## config.mk

```make
export PLATFORM = sky130hd
export DESIGN_NAME = seq_mult_scheduler_flat
export DESIGN_NICKNAME = d
export VERILOG_FILES = /design/src/rtl/seq_mult_scheduler_if.sv /design/src/rtl/seq_mult_scheduler.sv /design/src/flat_wrapper.sv
export SDC_FILE = /design/constraint.sdc
export NUM_CORES = 1
export LEC_CHECK = 0
export ABC_AREA = 1
export CAP_MARGIN = 20
export CORE_ASPECT_RATIO = 0.75
export CORE_MARGIN = 2
export CORE_UTILIZATION = 49
export DETAILED_ROUTE_END_ITERATION = 7
export HOLD_SLACK_MARGIN = 0.06
export PLACE_DENSITY = 0.78
export SETUP_SLACK_MARGIN = 0.15
export SYNTH_ARGS = -nofsm -noshare
export SYNTH_HDL_FRONTEND = slang
export SYNTH_SLANG_ARGS = --single-unit
```

## constraint.sdc

```tcl
create_clock -name clk -period 1.75 [get_ports clk]
set_input_delay 0.175 -clock clk [delete_from_list [all_inputs] [get_ports clk]]
set_output_delay 0.175 -clock clk [all_outputs]
set_load 0.05 [all_outputs]
```

## src/rtl/seq_mult_scheduler_if.sv

```systemverilog
// Request/grant and result bus between two multiply requesters and the shared
// sequential multiplier.
interface seq_mult_scheduler_if;
    logic       req0;
    logic       req1;
    logic [3:0] m0;
    logic [3:0] q0;
    logic [3:0] m1;
    logic [3:0] q1;
    logic       gnt0;
    logic       gnt1;
    logic       busy;
    logic       done;
    logic       id;
    logic [7:0] z;

    modport master (
        output req0, req1, m0, q0, m1, q1,
        input  gnt0, gnt1, busy, done, id, z
    );

    modport slave (
        input  req0, req1, m0, q0, m1, q1,
        output gnt0, gnt1, busy, done, id, z
    );
endinterface

```

## src/rtl/seq_mult_scheduler.sv

```systemverilog
// Two-requester arbiter in front of a 4x4 unsigned shift-add multiplier.
// One product every 5 cycles under continuous load.
module seq_mult_scheduler (
    input  logic                 clk,
    input  logic                 rst,
    seq_mult_scheduler_if.slave  bus
);
    typedef enum logic [1:0] {IDLE, CALC, FIN} state_t;

    state_t     state;
    state_t     state_next;
    logic       pri;
    logic       tag;
    logic       cy;
    logic [3:0] mreg;
    logic [3:0] qreg;
    logic [3:0] a;
    logic [1:0] cnt;
    logic       gnt0_r;
    logic       gnt1_r;
    logic       done_r;
    logic       id_r;
    logic [7:0] z_r;

    logic       arb_ok;
    logic       winner;
    logic [4:0] sum;

    always_ff @(posedge clk or posedge rst) begin
        if (rst) state <= IDLE;
        else     state <= state_next;
    end

    // Arbitration happens in IDLE and FIN, so a request seen on the FIN edge
    // starts back-to-back with the previous product.
    always_comb begin
        state_next = state;
        arb_ok     = 1'b0;
        winner     = 1'b0;
        sum        = {cy, a};
        if (qreg[0]) sum = {1'b0, a} + {1'b0, mreg};
        winner = (bus.req0 && bus.req1) ? pri : bus.req1;
        case (state)
            IDLE, FIN: begin
                arb_ok     = bus.req0 || bus.req1;
                state_next = arb_ok ? CALC : IDLE;
            end
            CALC: begin
                if (cnt == 2'd3) state_next = FIN;
            end
            default: state_next = IDLE;
        endcase
    end

    // Shift step: {cy,a,qreg} <= {0, sum, qreg} >> 1
    always_ff @(posedge clk or posedge rst) begin
        if (rst) begin
            pri    <= 1'b0;
            tag    <= 1'b0;
            cy     <= 1'b0;
            mreg   <= '0;
            qreg   <= '0;
            a      <= '0;
            cnt    <= '0;
            gnt0_r <= 1'b0;
            gnt1_r <= 1'b0;
            done_r <= 1'b0;
            id_r   <= 1'b0;
            z_r    <= '0;
        end else begin
            gnt0_r <= 1'b0;
            gnt1_r <= 1'b0;
            done_r <= 1'b0;
            if (arb_ok) begin
                mreg   <= winner ? bus.m1 : bus.m0;
                qreg   <= winner ? bus.q1 : bus.q0;
                a      <= '0;
                cy     <= 1'b0;
                cnt    <= '0;
                tag    <= winner;
                pri    <= ~winner;
                gnt0_r <= ~winner;
                gnt1_r <= winner;
            end else if (state == CALC) begin
                a    <= sum[4:1];
                qreg <= {sum[0], qreg[3:1]};
                cy   <= 1'b0;
                cnt  <= cnt + 2'd1;
                if (cnt == 2'd3) begin
                    z_r    <= {sum[4:1], sum[0], qreg[3:1]};
                    id_r   <= tag;
                    done_r <= 1'b1;
                end
            end
        end
    end

    assign bus.gnt0 = gnt0_r;
    assign bus.gnt1 = gnt1_r;
    assign bus.busy = (state == CALC);
    assign bus.done = done_r;
    assign bus.id   = id_r;
    assign bus.z    = z_r;
endmodule

```

## src/flat_wrapper.sv

```systemverilog
// flat-port wrapper written by rule: the top's interface ports become plain ports
module seq_mult_scheduler_flat 
  (clk, rst, bus_req0, bus_req1, bus_m0, bus_q0, bus_m1, bus_q1, bus_gnt0, bus_gnt1, bus_busy, bus_done, bus_id, bus_z);
  seq_mult_scheduler_if bus_i ();
  input  logic clk;
  input  logic rst;
  input wire logic [$bits(bus_i.req0)-1:0] bus_req0;
  input wire logic [$bits(bus_i.req1)-1:0] bus_req1;
  input wire logic [$bits(bus_i.m0)-1:0] bus_m0;
  input wire logic [$bits(bus_i.q0)-1:0] bus_q0;
  input wire logic [$bits(bus_i.m1)-1:0] bus_m1;
  input wire logic [$bits(bus_i.q1)-1:0] bus_q1;
  output wire logic [$bits(bus_i.gnt0)-1:0] bus_gnt0;
  output wire logic [$bits(bus_i.gnt1)-1:0] bus_gnt1;
  output wire logic [$bits(bus_i.busy)-1:0] bus_busy;
  output wire logic [$bits(bus_i.done)-1:0] bus_done;
  output wire logic [$bits(bus_i.id)-1:0] bus_id;
  output wire logic [$bits(bus_i.z)-1:0] bus_z;
  assign bus_i.req0 = bus_req0;
  assign bus_i.req1 = bus_req1;
  assign bus_i.m0 = bus_m0;
  assign bus_i.q0 = bus_q0;
  assign bus_i.m1 = bus_m1;
  assign bus_i.q1 = bus_q1;
  assign bus_gnt0 = bus_i.gnt0;
  assign bus_gnt1 = bus_i.gnt1;
  assign bus_busy = bus_i.busy;
  assign bus_done = bus_i.done;
  assign bus_id = bus_i.id;
  assign bus_z = bus_i.z;
  seq_mult_scheduler u_core (.clk(clk), .rst(rst), .bus(bus_i));
endmodule
```

Word-level counts from Yosys, hierarchy flattened
Cells that the tools add are included.

Register bits after elaboration: 31. Bits of input ports: 20. Output and inout port bits: 13. Word-level logic and storage cells: 48.

Add/subtract/negate cells: 2. Reductions and logical operators: 6. Equality and inequality tests: 4. Multiplexer cells: 21. Bitwise gates (word level): 2.

Operator list (number): $mux 4 (6); $mux 1 (10); $mux 2 (3); $add 4x4->5 (1); $mux 5 (1); $eq 2x2->1 const B (2); $pmux 2 s2 (1); $reduce_and 3->1 (1); $add 2x1->2 const B (1); $eq 2x1->1 const B (1); $logic_not 2->1 (1); $ne 2x1->1 const B (1); $not 1->1 (2); $reduce_bool 2->1 (1); $reduce_or 2->1 (1); $logic_and 1x1->1 (1); $logic_or 1x1->1 (1).

Logic depth before layout (Yosys ltp)
Depth in word-level cells: 5. Gate-level depth with buffers: 8. Depth with buffers taken out: 8.

Worst setup path before layout
OpenSTA, ideal clock, no wires.

Path type: reg-to-reg. Start point: register u_core.a[0]. End point: register u_core.a[3]. Data required time: 1.622 ns. Path slack: 0.315 ns. Library setup time: 0.128 ns. Period minus slack after synthesis: 1.435 ns. Cell stages (with the launch flop): 7. Path buffers: 0. Data arrival time: 1.308 ns. Cells stage by stage: dfrtp_1 -> ha_1 -> fa_1 -> a21oi_1 -> o21bai_1 -> nand2_1 -> o21ai_0.

Cells in the longest elaborated chain, start to end: 4.

Ends and longest elaborated chain: start, declared (line seq_mult_scheduler.sv:17) `logic [3:0] a;`; start signal, assigned (line seq_mult_scheduler.sv:85) `a <= sum[4:1];`; $add 4x4->5 (line seq_mult_scheduler.sv:41) `if (qreg[0]) sum = {1'b0, a} + {1'b0, mreg};`; $mux 5 (line seq_mult_scheduler.sv:41); $mux 4 (line seq_mult_scheduler.sv:84) `end else if (state == CALC) begin`; $mux 4 (line seq_mult_scheduler.sv:74) `if (arb_ok) begin`.

Every way passes these cells. The select of a mux whose other input is x is not followed. A chain may end at the register's enable or synchronous reset.

Final worst setup path
Start point: register u_core.gnt1_r, in the netlist u_core.bus.gnt1. End point: output bus_gnt1.

RTL lines: start, declared (line seq_mult_scheduler.sv:20) `logic gnt1_r;`; start signal, assigned (line seq_mult_scheduler.sv:83) `gnt1_r <= winner;`; end, declared (line flat_wrapper.sv:14) `output wire logic [$bits(bus_i.gnt1)-1:0] bus_gnt1;`.

No word-level cell between the ends.

==> results.cfg <==
[route]
drt_pre_antenna_iters = 4
route.vias.total = 1221
routed_wl_um = 3130
drt_iter0_drc = 51
drc_errors = 0
ant_nets = 0
wl_per_cell_um = 12.8
avgViaCountPerCell = 4.98

[final_layout]
drive_gt1_frac = 0.106
n_antenna_cell = 0
syn2layout_area_growth_pct = 31.8
fin_area_um2 = 1900
fin_util = 0.663
final_net_count = 233

[yosys]
ys_seq_area_frac = 0.520
synth_xor_area_frac = 0
synth.distinct_cells = 24
ys_warn_count = 0
yosys.area.top_type = dfrtp_1
synth_top_area_share = 0.520
avgSynthCellArea_um2 = 8.54
ys_seq_elements = 30
synth_simple_gate_area_frac = 0.284
synth_cells = 169
netlist_top_cells_area = dfrtp_1 52%, nand2_1 17%, nand3_1 5.9%
muxShareOfSynthArea = 0
synth_top_family_by_area = simple AND/OR/NAND/NOR gates
synth_nets = 195
synth-compound-area-share = 0.0780
syn_area_um2 = 1440
synthAdderAreaFrac = 0.0572

[critical_path]
cp.required_ns = 1.57
worstSetupPathType = reg -> out
max_stage_delay_ns = 0.79
worst_path_max_delay_cell = clkdlybuf4s50_1
worst-path-max-fanout = 1
cp-end-kind = output pin
arrival_ns = 1.39
cpLargestDelayFamily = buffers and inverters
crit_buf_inv = 1
r2r_setup_slack_ns = 0.26
start_kind = flop
worstPathCellList = clkdlybuf4s50_1

[worst_hold_path]
min_path_type = in -> async

[outcome]
status = finished, final reports clean

[place]
dp_hpwl_um = 2380
dp_slack_ns = 0.158
place_area_um2 = 1810
gp_congestion = 0.845
io_buffers = 32

[die]
fp-row-count = 17
start_util = 0.503
core_area_um2 = 2870
die_h_um = 51.0
die_area_um2 = 3400
io_pins = 33
die_w_um = 66.7

[power]
p_per_area_nw_per_um2 = 1980
clkPwrFrac = 0.135
power.net_switching_w = 0.00178
switching_share = 0.473
p_int_w = 0.00198
leakage_nw = 0.973
p_seq_frac = 0.327
p_comb_frac = 0.538
power.total_w = 0.00376
irDropWorstVdd_mv = 0.906

[flow_run]
drv_cap = 0

[sta]
fin_crit_sh = 0.893
layout_min_cycle_time_ns = 1.56
maxSlewHeadroom = 0.665
max_freq_mhz = 640
hold_viol = 0
finalSetupViolations = 0
fin_ws_ns = 0.188
drv_slew = 0
setup-tns-final_ns = 0
skew_ns = 0.00341
worst_pin_slew_ns = 0.502
rsz0062_at_grt = no

[grt]
grt_pass1_wl_um = 5250
grt_antenna_before_repair = 0
grt_max_degree = 31
grt_overflow_total = 0
grt_pass1_vias = 1200
grt_usage = 0.211

[clock_network]
ctsHoldBuffers = 0
numCtsBuffers = 5
clkTransAtPathRegs_ns = 0.06
htree_levels = 2
cts_sinks = 30
cts_tree = built
clockBufferDepth = 2
worstSkewPairLatency_ns = 0.28
root_buffer = clkbuf_8
## metal layers
metal,track usage,wire [um]
met2,0.338,1490
met4,0.0714,25
met1,0.276,1480
met3,0.0595,129
met5,0,0
## logic make-up (layout without fill, tap and decap cells)
kind of cell / count (synthesis) / after routing
compound gates: 20 / 20
fa+ha+maj: 6 / 6
buf+inv: 19 / 57
flops: 30 / 30
simple gates: 94 / 94
## registers in the layout, summed over array words and instances (netlist names), 2 cells and up
signal and flops:
u_core.mreg 4, u_core.bus.z 8, u_core.a 4, u_core.state 2, u_core.qreg 4, u_core.cnt 2
## layout by cell type, fill, tap and decap left out, types with 2 or more instances in the layout
master / n
a21oi_1: 2
buf_4: 2
clkbuf_1: 2
clkbuf_8: 5
clkdlybuf4s50_1: 21
dfrtp_1: 30
dlygate4sd2_1: 9
ha_1: 4
inv_1: 13
inv_4: 2
nand2_1: 66
nand3_1: 17
nor2_1: 2
nor2_2: 3
o21ai_0: 10
o21ai_2: 2
o21bai_1: 2
or2_0: 2
## final timing paths
path                                  from               to  cells past startpoint
max in group asynchronous              rst  u_core.bus.gnt1                      3
max reg2reg                    u_core.a[0]  u_core.bus.z[7]                      6
max                        u_core.bus.gnt1         bus_gnt1                      1
min reg2reg                u_core.bus.z[3]  u_core.bus.z[3]                      2
min                                    rst  u_core.bus.z[0]                      3
min in group clk                 bus_m0[1]   u_core.mreg[1]                      3
## power by group through the flow
stage	logic [W]	clock network, W	registers, W
2_1_floorplan	0.00109	0	0.00155
3_3_place_gp	0.00197	0	0.00122
3_5_place_dp	0.00203	0	0.00124
4_1_cts	0.00198	0.000518	0.00122
5_1_grt	0.00222	0.000553	0.00127
6_report	0.00202	0.000509	0.00123
## cells in the mapped netlist (all sizes together)
cell type,number
nand3,17
dfrtp,30
or2,3
fa,1
clkbuf,1
a21oi,2
inv,15
clkinv,1
o22ai,1
o21bai,2
nor2,6
o21ai,13
a21boi,1
ha,5
nand2,68
a22o,1
buf,2
## area by class of cell
class                   count  area, um2
multi-input cells         120        623
inverters                  16       68.8
flip-flops and latches     30        751
fillers                   259        968
repair buffers             34        337
well taps                  38       47.5
clock buffers               7       76.3
## metrics by stage
stage          hold slack, ns  cells
2_1_floorplan           0.266    169
3_3_place_gp            0.464    238
3_5_place_dp            0.464    238
4_1_cts                 0.280    245
5_1_grt                 0.301    245
6_report                0.271    245
## timing repair
| action | CTS | global route |
|---|---|---|
| pin swaps | 0 | 1 |
| setup endpoints to repair | 10 | 12 |
| buffers inserted | 0 | 0 |
| resized for setup | 10 | 8 |
Power figures use the tool's default switching activity.
